### src/rtl/down_count_monitor.sv
// Sequence checker for a 4-bit down counter: tracks N -> N-1 mod 16, flags and counts wraps, latches errors.
// Optional registered seven-segment decode of the sampled value is enabled by defining SEG7_EN.
module down_count_monitor #(
  parameter int WRAP_W = 8
) (
  input  logic              clk,
  input  logic              rst,
  input  logic              clr,
  input  logic              Q4,
  input  logic              Q3,
  input  logic              Q2,
  input  logic              Q1,
  output logic              tc,
  output logic [WRAP_W-1:0] wraps,
  output logic              err,
  output logic              locked
`ifdef SEG7_EN
  ,
  output logic [6:0]        seg
`endif
);

  typedef enum logic [1:0] {
    INIT  = 2'd0,
    TRACK = 2'd1,
    ERR   = 2'd2
  } state_t;

  state_t            state;
  state_t            state_nxt;
  logic [3:0]        cur;
  logic [3:0]        prev_p1;
  logic              match;
  logic              wrap_hit;
  logic              tc_nxt;
  logic              err_nxt;
  logic [WRAP_W-1:0] wraps_nxt;

  // Wrap counter holds at all-ones instead of rolling over.
  function automatic logic [WRAP_W-1:0] sat_inc(input logic [WRAP_W-1:0] v);
    if (&v) return v;
    return v + WRAP_W'(1);
  endfunction

  assign cur      = {Q4, Q3, Q2, Q1};
  assign match    = (cur == (prev_p1 - 4'd1));
  assign wrap_hit = (prev_p1 == 4'd0);

  always_comb begin
    state_nxt = state;
    tc_nxt    = 1'b0;
    err_nxt   = err;
    wraps_nxt = wraps;
    unique case (state)
      INIT: begin
        state_nxt = TRACK;
      end
      TRACK: begin
        if (match) begin
          if (wrap_hit) begin
            tc_nxt    = 1'b1;
            wraps_nxt = sat_inc(wraps);
          end
        end else begin
          state_nxt = ERR;
          err_nxt   = 1'b1;
        end
      end
      ERR: begin
        err_nxt = 1'b1;
      end
      default: begin
        state_nxt = INIT;
      end
    endcase
  end

  // clr outranks the state logic, so a same-edge wrap or mismatch leaves no trace.
  always_ff @(posedge clk or negedge rst) begin
    if (!rst) begin
      state  <= INIT;
      tc     <= 1'b0;
      wraps  <= '0;
      err    <= 1'b0;
      locked <= 1'b0;
    end else if (clr) begin
      state  <= INIT;
      tc     <= 1'b0;
      wraps  <= '0;
      err    <= 1'b0;
      locked <= 1'b0;
    end else begin
      state  <= state_nxt;
      tc     <= tc_nxt;
      wraps  <= wraps_nxt;
      err    <= err_nxt;
      locked <= (state == TRACK);
    end
  end

  // Sample stage: prev reloads on every edge, clr included.
  always_ff @(posedge clk or negedge rst) begin
    if (!rst) prev_p1 <= 4'd0;
    else      prev_p1 <= cur;
  end

`ifdef SEG7_EN
  // Active-low segments, bit order {g,f,e,d,c,b,a}.
  function automatic logic [6:0] hex7(input logic [3:0] v);
    logic [6:0] s;
    s = 7'b1111111;
    unique case (v)
      4'h0: s = 7'b1000000;
      4'h1: s = 7'b1111001;
      4'h2: s = 7'b0100100;
      4'h3: s = 7'b0110000;
      4'h4: s = 7'b0011001;
      4'h5: s = 7'b0010010;
      4'h6: s = 7'b0000010;
      4'h7: s = 7'b1111000;
      4'h8: s = 7'b0000000;
      4'h9: s = 7'b0010000;
      4'hA: s = 7'b0001000;
      4'hB: s = 7'b0000011;
      4'hC: s = 7'b1000110;
      4'hD: s = 7'b0100001;
      4'hE: s = 7'b0000110;
      4'hF: s = 7'b0001110;
      default: s = 7'b1111111;
    endcase
    return s;
  endfunction

  always_ff @(posedge clk or negedge rst) begin
    if (!rst) seg <= 7'b1000000;
    else      seg <= hex7(cur);
  end
`endif

endmodule

### config.mk
export PLATFORM = sky130hd
export DESIGN_NAME = down_count_monitor
export DESIGN_NICKNAME = d
export VERILOG_FILES = /design/src/rtl/down_count_monitor.sv
export SDC_FILE = /design/constraint.sdc
export NUM_CORES = 1
export LEC_CHECK = 0
export BUFFER_PORTS_ARGS = -buffer_cell sky130_fd_sc_hd__buf_4
export CAP_MARGIN = 20
export CORE_MARGIN = 2
export CORE_UTILIZATION = 45
export DETAILED_ROUTE_END_ITERATION = 10
export MAX_ROUTING_LAYER = met4
export PLACE_DENSITY = 0.68
export RECOVER_POWER = 100
export SLEW_MARGIN = 10
export SYNTH_ARGS = -nofsm -noshare
export SYNTH_HDL_FRONTEND = slang
export SYNTH_SLANG_ARGS = --single-unit
### constraint.sdc
create_clock -name clk -period 2.58 [get_ports clk]
set_clock_uncertainty 0.2 [all_clocks]
set_input_delay 0.387 -clock clk [delete_from_list [all_inputs] [get_ports clk]]
set_output_delay 0.387 -clock clk [all_outputs]
set_load 0.02 [all_outputs]
# ---- Word-level counts from Yosys, hierarchy flattened
# Index checks and enable logic that the tools add are counted.
dict set report classes {
  n_addsub 2
  n_eq_ne 6
  n_mux 20
  reduce_logical 10
}
# cell n
set ops {}
lappend ops {{8-bit two-way mux} 5}
lappend ops {{1-bit two-way mux} 11}
lappend ops {{8-bit by 1-bit adder with 8-bit output (second input constant)} 1}
lappend ops {{8-bit AND reduction} 1}
lappend ops {{3-bit inequality test (second input constant)} 2}
lappend ops {{2-bit one-hot mux with 3 select lines} 1}
lappend ops {{2-bit nonzero test} 3}
lappend ops {{4-bit equality test} 1}
lappend ops {{4-bit logical NOT} 1}
lappend ops {{2-bit two-way mux} 2}
lappend ops {{2-bit AND reduction} 2}
lappend ops {{4-bit AND reduction} 1}
lappend ops {{4-bit by 1-bit subtractor with 4-bit output (second input constant)} 1}
lappend ops {{3-bit nonzero test} 1}
lappend ops {{2-bit by 1-bit equality test with 1-bit output (second input constant)} 1}
lappend ops {{2-bit equality test (second input constant)} 1}
lappend ops {{2-bit logical NOT} 1}
lappend ops {{2-bit inequality test (second input constant)} 1}
lappend ops {{1-bit one-hot mux with 2 select lines} 1}
dict set report totals {
  ff_bits 17
  in_bits 7
  output_inout_bits 11
  word_cells 44
}

# ---- Longest topological paths before layout
# Gate-level depths: netlist of the first run.
dict set report depth {
  ltp_word 10
  depth_mapped 7
  depth_no_buf 7
}

# ---- Worst setup path before layout of the first run
# No wires, ideal clock.
dict set report synth_timing {
  path_type {register -> register}
  start {register prev_p1[0]}
  end {register wraps[7]}
  setup_time_ps 78
  arrival_ps 2045
  t_required_ps 2302
  setup_slack_ps 257
  stages_incl_launch_ff 8
  n_path_buf 0
  synth_period_minus_slack_ps 2323
  cell_sequence {dfrtp_1 inv_1 ha_1 xor2_1 nand3_2 or3_4 or4_1 a21oi_1}
}
dict set report synth_between {
  elab_chain_len 4
  elab_cells_between_ends 6
  cone_classes {add/sub (1); eq/ne (1); reduce/logical (4)}
}
# element line_no
set synth_rtl {}
lappend synth_rtl {{start, declared} 32} ;# logic [3:0] prev_p1;
lappend synth_rtl {{start signal, assigned} 104} ;# else prev_p1 <= cur;
lappend synth_rtl {{4-bit by 1-bit subtractor with 4-bit output} 46} ;# assign match = (cur == (prev_p1 - 4'd1));
lappend synth_rtl {{4-bit equality test} 46}
lappend synth_rtl {{2-bit nonzero test (no source line)} -}
lappend synth_rtl {{4-bit AND reduction (no source line) (*)} -}
lappend synth_rtl {{end signal, assigned} 95} ;# wraps <= wraps_nxt;
lappend synth_rtl {{end, declared} 14} ;# output logic [WRAP_W-1:0] wraps,
# Mark *: on every way between the ends. The rest lies on a longest branch, timed or not.
# A chain may end at the register's enable or synchronous reset.

# ---- Worst setup path after layout of the first run
# Ends and elaborated chain as after synthesis.

==> results.txt, run 1 <==
The run finished with clean final reports. From synthesis to final layout, the design area changed by 21.4%. The leakage power is 0.000413 uW. Die extent in y: 46.6 um. Using the TritonRoute via totals, the vias-per-cell ratio works out to 4.98. Via count of the first global-routing pass: 583.

For the final routed wirelength across all metal layers, the log shows 1620 um. The placeable core area was 1710 um^2. The initial utilization of the core area, before any placement, comes to 47.8%. The number of failing setup endpoints in the final timing report was 0.

Routability-driven placement finished with a final weighted congestion of 0.788. The class of the worst hold path was primary input to flop. The largest fanout of any net on the critical path is 4. Synthesis produced 76 cells.

The total inserted antenna cells is 0, and the reported max-cap violation count is 0. The count of boundary I/O pins is 18. TritonCTS built the clock tree.

For the worst-skew pair, the clock arrives at the later sink with an insertion delay of 290 ps. STA puts the critical path data arrival time at 2460 ps. In this run the horizontal extent of the chip is 46.6 um. The first global-routing pass estimated 2560 um of wire. Excluding fillers, the count of instances in the completed layout stands at 127.

The die covers 2170 um^2. In this run the critical register-to-register path is launched from prev_p1[0]. Setup repair after global routing left no endpoint under its margin. The number of library cell types mapped by synthesis came out at 29.

Global routing finished with a remaining overflow of 0. The period utilization is 94.2%, and the detailed placement HPWL is 1140 um. VDD sags by at most 0.000338 V.

The number of remaining DRC errors is 0, and the total power divided by cell area is 500 nW/um^2. The worst register-to-register path ends at wraps[7]. The count of port buffers added during placement is 17. The tools report the number of antenna-violating nets in the routed design as 0. The number of cells on the worst hold path is 1, and the deepest clock path buffer count is 2. The detailed router's first-iteration violation count is 10.

The number of antenna violations at the first check in global routing came out at 0. Setup slack on the worst reg-to-reg path comes out at 150 ps. The number of hold violations in the final report is 0. In the final layout, the share of cells above drive strength 1 is 12.7%. The most frequent cell after synthesis is sky130_fd_sc_hd__dfrtp_1. Counting flops with an async set or reset pin after synthesis yields a share of 100%. Endpoint required time on the critical path: 2610 ps.

For the pin with the worst max-slew slack, the measured transition is 926 ps. After synthesis the netlist holds a flip-flop and latch count of 17. After synthesis, the cell types taking the most area are sky130_fd_sc_hd__dfrtp_1 (52%), sky130_fd_sc_hd__xnor2_1 (7.5%), sky130_fd_sc_hd__nor2_1 (3.2%). The critical path start-end classification is flop to flop.

Global routing used 18.0% of the available tracks. The maximum level of the CTS H-tree was 1; the top cell type's share of synthesized area was 52.1%. For this block, the via count after detailed routing is 633.

TritonCTS created 3 clock buffers. The startpoint of the worst hold path was Q1. The worst setup path is captured at a flop. Averaged over all synthesized cells, the footprint is 10.8 um^2. Once placement completed, the tool counted placed cells totaling 118. Yosys mapped a number of flops with a built-in enable equal to 0. Entering global routing, the biggest net connects 18 pins. After synthesis, the most frequently instantiated cells are sky130_fd_sc_hd__dfrtp_1 (17), sky130_fd_sc_hd__nor2_1 (7), sky130_fd_sc_hd__xnor2_1 (7), sky130_fd_sc_hd__a21oi_1 (5), sky130_fd_sc_hd__inv_1 (5).

After detailed routing, the average wire length per cell comes to 12.8 um. The number of nets handed over by synthesis was 85. The final critical path time including I/O delays and setup is 2430 ps, and the path depth of the worst reg2reg path is 7. Based on the critical path, the design can be clocked at up to 412 MHz. For the final routed database, the setup TNS stands at 0 ps.

The leading register cell type out of synthesis is sky130_fd_sc_hd__dfrtp_1. The number of sinks handled by clock tree synthesis was 17; the area of the mapped netlist was 817 um^2. The synthesized design spends more area on one cell type than any other, namely sky130_fd_sc_hd__dfrtp_1. The logs give 112 for the count of nets after finishing and 15 for the placement row count.

The remaining max-slew budget at the tightest pin is 38.3%, and the clock-pin slew on the worst setup and hold paths is 100 ps. The cell sitting at the root of the clock tree is a sky130_fd_sc_hd__clkbuf_4. The type of origin of the critical path is a flop.

The final count of pins violating max slew was 0; the number of search-and-repair iterations in the first detailed-routing pass was 4. For the part of the Yosys area used for sequential elements, the log shows 52.1%. The Yosys step of the flow raised 0 warnings. The path with the worst hold slack has its endpoint at prev_p1[0].
repair_timing:
action | 4_1_cts | 5_1_grt
hold buffers | 1 | 1
setup buffers | 0 | 3
hold endpoints to repair | 17 | 1
endpoints found under the setup margin | 0 | 1
gates resized for setup | 0 | 1
where the power goes:
group	switching [uW]	internal, uW
Combinational	40.9	26.5
Clock	82.4	60.2
Sequential	8.51	278
Total	132	365
cells by family (layout without fill, tap and decap cells):
family | after synthesis | in the layout | share of synthesized area (%)
AO/OA/AOI/OAI | 10 | 10 | 7.35
XOR/XNOR | 10 | 10 | 10.7
adder cells (fa/ha/maj) | 2 | 2 | 3.06
buffers and inverters | 6 | 32 | 2.76
flip-flops | 17 | 17 | 52.1
multiplexers | 1 | 1 | 1.23
AND/OR/NAND/NOR | 30 | 30 | 22.8
worst max-delay path: stages (launching register included):
cell                      delay [ps]
sky130_fd_sc_hd__dfrtp_1         400
sky130_fd_sc_hd__inv_1            70
sky130_fd_sc_hd__ha_1            330
sky130_fd_sc_hd__xor2_2          190
sky130_fd_sc_hd__nand3_2         120
sky130_fd_sc_hd__or3_4           410
sky130_fd_sc_hd__or4_1           490
sky130_fd_sc_hd__a21oi_1         160
worst max path at each step:
stage	cells after the start	start	endpoint	slack, ps
floorplan	7	prev_p1[0]	wraps[7]	260
global placement	7	prev_p1[0]	wraps[7]	200
detailed placement	7	prev_p1[0]	wraps[7]	100
CTS	7	prev_p1[0]	wraps[7]	90
global route	7	prev_p1[0]	wraps[7]	30
finish	7	prev_p1[0]	wraps[7]	150
layout make-up:
class	count	area (um^2)
timing repair buffer	23	114
tap	25	31.3
inverter	5	18.8
sequential	17	425
fill	149	716
multi-input combinational	53	377
clock buffer	4	26.3
cells in the final DEF, fill, tap and decap left out, types with 2 or more instances in the layout:
| cell type | n |
|---|---|
| sky130_fd_sc_hd__clkbuf_1 | 18 |
| sky130_fd_sc_hd__dfrtp_1 | 17 |
| sky130_fd_sc_hd__nor2_1 | 7 |
| sky130_fd_sc_hd__xnor2_1 | 7 |
| sky130_fd_sc_hd__inv_1 | 5 |
| sky130_fd_sc_hd__a21oi_1 | 5 |
| sky130_fd_sc_hd__clkbuf_4 | 5 |
| sky130_fd_sc_hd__nor4_1 | 4 |
| sky130_fd_sc_hd__nand3_1 | 3 |
| sky130_fd_sc_hd__xor2_1 | 2 |
| sky130_fd_sc_hd__and2_1 | 2 |
| sky130_fd_sc_hd__nor2b_1 | 2 |
| sky130_fd_sc_hd__o21ai_0 | 2 |
| sky130_fd_sc_hd__ha_1 | 2 |
| sky130_fd_sc_hd__dlygate4sd3_1 | 2 |
| sky130_fd_sc_hd__buf_4 | 2 |
through the flow:
step | util, % | area [um^2] | hold slack, ps | worst slack [ps] | total power [uW]
floorplan | - | 817 | -109 | 257 | 332
global placement | 57.4 | 980 | 61.5 | 204 | 358
detailed placement | 57.4 | 980 | 65.6 | 95.5 | 360
CTS | 59.5 | 1020 | 5.81 | 85.6 | 503
global route | 58.1 | 992 | 19.6 | 26.8 | 524
finish | 58.1 | 992 | 33.2 | 150 | 496
registers in the layout (all words and copies together), names as in the netlist:
name,count
prev_p1,4
locked,1
err,1
wraps,8
tc,1
state,2
per-layer routing:
layer  track usage (%)  vias to the layer above  wire length, um
met2              25.8                       18              727
met1              23.0                      293              767
met4              11.7                        0               46
met3              3.53                        5               78
li1                  -                      317                -
met5                 -                        -                0
(Power assumes the default switching activity.)
==> run 2, diff against run 1 <==
Settings changed: CORE_UTILIZATION 45 to 51, PLACE_DENSITY 0.68 to 0.76.
==> results.txt, run 2 (synthesis results as in run 1) <==
For this run, the share of the core covered by cells in the final layout is 62.5%. Summed over all layers, the routed wires come to 1630 um. The completed layout was analyzed and its total power is 494 uW.

Input and output buffers added on the ports amount to 17. Dividing the detail-routed wire length by the instance count gives 14.3 um. Leaving out fill and tap cells, the most frequent cell in the layout is sky130_fd_sc_hd__clkbuf_1. The number of antenna-violating nets in the routed design is 0.

Dividing the final minimum period by the clock period gives 96.3%. Clock-pin slew was measured on the worst setup and hold paths at 100 ps. In the final layout, the registers with the most flip-flops are wraps (8), prev_p1 (4), state (2). The die is 44.0 um wide.

The run gives 0 as the number of hold violations in the final report. Pin placement for this block handled 18 I/O pins. The first global-routing pass estimated 2800 um of wire.

The area growth from synthesis to layout came out at 15.2%. After detailed routing, the number of vias per cell comes to 5.54. Counting the buffers created by CTS gives 3.

Remaining max-slew budget at the tightest pin: 40.6%. Class of the worst hold path: primary input to flop. The floorplan step defined a core boundary enclosing 1510 um^2. The startpoint identified for the worst hold timing path is Q1. The delay of the slowest critical-path stage was 500 ps.

Setup repair after global routing left no endpoint under its margin. Share of post-route cells with drive strength above 1: 9.18%. In this run the worst path has a maximum fanout of 4. Summed over all failing endpoints, the final setup total negative slack is 0 ps. Overall track demand over capacity in global routing: 20.5%.

The detailed router finished its first iteration with 19 violations. After detailed routing, the number of remaining DRC violations is 0. TritonCTS built the clock tree. The slowest stage cell on the critical path is sky130_fd_sc_hd__or4_1. At the worst endpoint, the required time is 2600 ps. No sink is reached through more buffers than the 2 on the longest clock path. The worst-margin pin slew was 891 ps. The via count of the first global-routing pass is 631.

Entering global routing, the biggest net connects 18 pins. The pre-antenna-repair detailed-routing pass consisted of 4 iterations. The starting utilization of the core area is 54.2%. In the layout the commonest cells are sky130_fd_sc_hd__clkbuf_1 (18), sky130_fd_sc_hd__dfrtp_1 (17), sky130_fd_sc_hd__nor2_1 (7), sky130_fd_sc_hd__xnor2_1 (7). For flop-to-flop paths, the worst setup slack is 100 ps. The routed layout has 631 vias. The run gives 2510 ps as the worst endpoint data arrival time. The die extent in y is 44.0 um, and the die footprint is 1940 um^2. Walking the worst path, the cells encountered are inv_1, ha_1, xor2_1, nand3_2, or3_4, or4_1, a21oi_1. Setup violations remaining at the end of the flow were counted as 0.

The register with the most flip-flops in the layout has 8 of them. STA classifies the critical path startpoint as a flop. The destination of the worst register-to-register timing path is wraps[7].

The HPWL after detailed placement is 1200 um. The total global routing overflow is 0. Gates resized during post-CTS repair numbered 0. The maximum level of the CTS H-tree came out at 1. The number of cells on the worst hold path is 1. At the end of the flow, the number of nets in the layout was 108. 0 antenna diodes ended up in the layout. The register with the most flip-flops in the final layout is wraps. The number of cells on the worst reg-to-reg path is 7. The total power divided by cell area is 525 nW/um^2, and the last weighted congestion value of the routability-driven placer is 0.759. The number of sinks handled by clock tree synthesis is 17.

The end point of the worst hold path is prev_p1[0]. The number of antenna violations at the first check in global routing was 0. The worst register-to-register path begins at prev_p1[0].

The run finished with clean final reports. Row generation in the floorplan step produced 14 rows. The root buffer cell chosen for the clock tree is sky130_fd_sc_hd__clkbuf_4. The peak clock frequency supported by timing is 402 MHz.

Across the VDD grid, the largest voltage drop is 0.000352 V. Summed over all cells, the static leakage comes to 0.000393 uW. The worst setup path is of the flop to flop kind. Max-cap violations in this run came to 0. The worst setup path is captured at a flop. The final critical path time including I/O delays and setup was 2480 ps; the latest clock arrival within the worst-skew pair was 290 ps.

For the final count of pins violating max slew, the log shows 0.
==> run 2: area by class of cell <==
type / count / area (um^2)
Inverter: 5 / 18.8
Timing Repair Buffer: 19 / 81.3
Multi-Input combinational cell: 53 / 369
Fill cell: 146 / 566
Clock buffer: 4 / 26.3
Tap cell: 16 / 20.0
Sequential cell: 17 / 425
==> run 2: how the worst max path moves through the flow <==
stage               startpoint  endpoint  slack, ps  depth (start not counted)
floorplan           prev_p1[0]  wraps[7]        260                          7
global placement    prev_p1[0]  wraps[7]        210                          7
detailed placement  prev_p1[0]  wraps[7]         90                          7
CTS                 prev_p1[0]  wraps[7]         70                          7
global route        prev_p1[0]  wraps[7]         30                          7
finish              prev_p1[0]  wraps[7]        100                          7
==> run 2: routing by layer <==
layer,up-vias,GRT usage (%),part of all wire [%]
met1,306,25.9,45
li1,310,-,-
met4,0,5.45,0.61
met5,-,-,0
met3,2,3.67,4.2
met2,13,34.1,50
==> run 2: power by group <==
| part | leakage [uW] | switching (uW) | internal [uW] |
|---|---|---|---|
| Combinational | 0.000154 | 40.5 | 22.9 |
| Clock | 0.0000150 | 84.0 | 60.1 |
| Sequential | 0.000225 | 9.15 | 278 |
==> run 2: stage by stage <==
stage | cells | worst slack [ps] | hold WS (ps) | area [um^2]
after global routing | 114 | 31.8 | 29.5 | 941
final | 114 | 95.3 | 29.5 | 941
after CTS | 113 | 69.0 | 12.3 | 997
after global placement | 108 | 208 | 59.4 | 961
after detailed placement | 108 | 91.1 | 63.4 | 961
after floorplan | 76 | 257 | -109 | 817
==> run 2: repair_timing <==
action / in CTS / in global routing
endpoints found under the hold margin: 17 / 0
hold buffers: 1 / 0
setup buffers: 0 / 1
endpoints found under the setup margin: 0 / 1
==> run 2: worst max-delay path, delay by kind of cell, from the launching register on <==
kind	cells	cell delay, ps
AOI/OAI and AO/OA	1	150
xor gates and xnor gates	1	220
adders and majority gates	1	300
buffers and inverters	1	70
DFF	1	420
and+or+nand+nor	3	1050
==> run 3, diff against run 2 <==
Settings changed: CORE_UTILIZATION 51 to 54, CTS_BUF_LIST set to sky130_fd_sc_hd__clkbuf_8, PLACE_DENSITY 0.76 to 0.79, TNS_END_PERCENT set to 5.
==> results.txt, run 3 (synthesis results as in run 1) <==
The run finished with clean final reports. The largest registers in the layout are wraps (8), prev_p1 (4), state (2). The tools report the detailed router's first-iteration violation count as 14. In this run the critical register-to-register path is launched from prev_p1[0].

After detailed routing, the average wire length per cell comes to 14.8 um. The run gives 17 as the number of sinks handled by clock tree synthesis. For this run, the top clock speed supported by timing is 407 MHz. The routed design could run at a clock period as short as 2460 ps. The setup path with the least slack is of type flop to flop.

The logs give 3 for the number of buffers created by CTS and 2440 ps for the worst endpoint data arrival time. For the maximum level of the CTS H-tree, the log shows 1. The die extent in y is 42.9 um, and the clock-pin slew on the worst setup and hold paths is 70 ps.

STA classifies the critical path endpoint as a flop. For the worst setup path, the data required time is 2560 ps. Most common cell after layout, fill and taps aside: sky130_fd_sc_hd__dfrtp_1. The tightest min-delay check is of the primary input to flop type.

After detailed placement, the total cell area comes to 961 um^2. For the latest clock arrival within the worst-skew pair, the log shows 250 ps. TritonCTS built the clock tree. The type of origin of the critical path was a flop. The via count of the first global-routing pass is 679, and the detailed placement HPWL is 1150 um. The number of antenna violations at the first check in global routing is 0, and the overall track demand over capacity in global routing is 21.9%. In the final layout, the share of cells above drive strength 1 is 10.3%. The number of antenna-violating nets in the routed design was 0.

The destination of the worst register-to-register timing path is wraps[7]. The logs give 0 for the total inserted antenna cells and 0 ps for the final total negative setup slack. The path depth of the worst reg2reg path was 7. The final critical path takes up 95.2% of the cycle.

In this run the tightest slew margin relative to its limit is 41.0%. The number of cells on the worst hold path was 1; the placeable core area was 1450 um^2. The die extent in x is 42.9 um. The deepest clock path buffer count is 2. The first global-routing pass estimated 2880 um of wire. Leaving out fill and tap cells, the most frequent cells in the layout are sky130_fd_sc_hd__dfrtp_1 (17), sky130_fd_sc_hd__clkbuf_1 (16), sky130_fd_sc_hd__nor2_1 (7), sky130_fd_sc_hd__xnor2_1 (7), sky130_fd_sc_hd__inv_1 (6). The count of port buffers added during placement was 17; the number of hold violations in the final report was 0. Clock tree root driver cell: sky130_fd_sc_hd__clkbuf_8.

For this run, design rule violations remaining after detail routing come to 0. The worst-margin pin slew came out at 885 ps. The leakage power is 0.000405 uW, and the total global routing overflow is 0. Once the clock tree was built, the setup fixing pass inserted 0 buffers. Entering global routing, the biggest net connects 18 pins.

The register bank with the most flops was wraps. Using the TritonRoute via totals, the vias-per-cell ratio works out to 5.69. Setup violations remaining at the end of the flow were counted as 0. Total power for the finished layout comes to 545 uW. The final cell utilization of the core is 66.3%, and the final count of pins violating max slew is 0.

Routability-driven placement finished with a final weighted congestion of 0.801. The run gives 1670 um as the final routed wirelength across all metal layers. The die covers 1840 um^2. The logs give 0 for the reported max-cap violation count and 14 for the placement row count. Starting utilization of the core area: 56.2%. The tools report the end point of the worst hold path as prev_p1[0].

The reg-to-reg setup timing slack was 120 ps; the largest fanout of any net on the critical path was 6. IR analysis of the VDD net gives a maximum drop of 0.000463 V. Detailed routing inserted a total of 643 vias. The count of nets after finishing came out at 107. The area growth from synthesis to layout works out to 17.9%.

The final non-filler cell area is 963 um^2, and the number of flip-flops under the largest register name is 8. The tools report the startpoint of the worst hold path as Q1. 18 I/O pins were placed. The first detailed-routing pass took 4 iterations. The total power divided by cell area works out to 566 nW/um^2.
[run 3: area by class of cell]
type,count,area [um^2]
fillers,130,490
flip-flops and latches,17,425
multi-input cells,53,377
repair buffers,18,77.6
clock buffers,3,41.3
well taps,16,20.0
inverters,5,18.8
clock inverters,1,3.75
[run 3: how the worst max path moves through the flow]
stage / startpoint / to / depth (start not counted)
6_report: prev_p1[0] / wraps[7] / 7
5_1_grt: prev_p1[0] / wraps[7] / 7
4_1_cts: prev_p1[0] / wraps[7] / 7
3_5_place_dp: prev_p1[0] / wraps[7] / 7
3_3_place_gp: prev_p1[0] / wraps[7] / 7
2_1_floorplan: prev_p1[0] / wraps[7] / 7
[run 3: power breakdown]
part | total (uW) | switching, uW | internal (uW) | leakage [uW]
logic | 65.9 | 42.2 | 23.7 | 0.000154
registers | 287 | 8.49 | 278 | 0.000225
clock network | 192 | 86.9 | 105 | 0.0000269
[run 3: routing by layer]
layer  vias to the layer above  track usage, %  wire length, um
li1                        306               -                -
met4                         0            11.3               25
met1                       313            24.7              744
met2                        19            37.0              819
met3                         5            3.83               79
met5                         -               -                0
[run 3: critical path, stage by stage, from the launching register on]
cell and delay [ps]:
sky130_fd_sc_hd__dfrtp_1 390, sky130_fd_sc_hd__inv_1 60, sky130_fd_sc_hd__ha_1 320, sky130_fd_sc_hd__xor2_2 200
sky130_fd_sc_hd__nand3_2 160, sky130_fd_sc_hd__or3_4 420, sky130_fd_sc_hd__or4_1 490, sky130_fd_sc_hd__a21oi_1 150
[run 3: per-stage QoR]
step                      cells  hold WS (ps)  setup WS (ps)
final                       113          77.1            125
after global routing        113          82.3          -14.7
after CTS                   113          57.6            133
after detailed placement    108          60.7            131
after global placement      108          58.7            208
after floorplan              76          -109            257
[run 3: timing repair]
action,CTS,global route
gates resized for setup,0,1
endpoints found under the hold margin,17,0
hold buffers,1,0
setup endpoints to repair,0,1
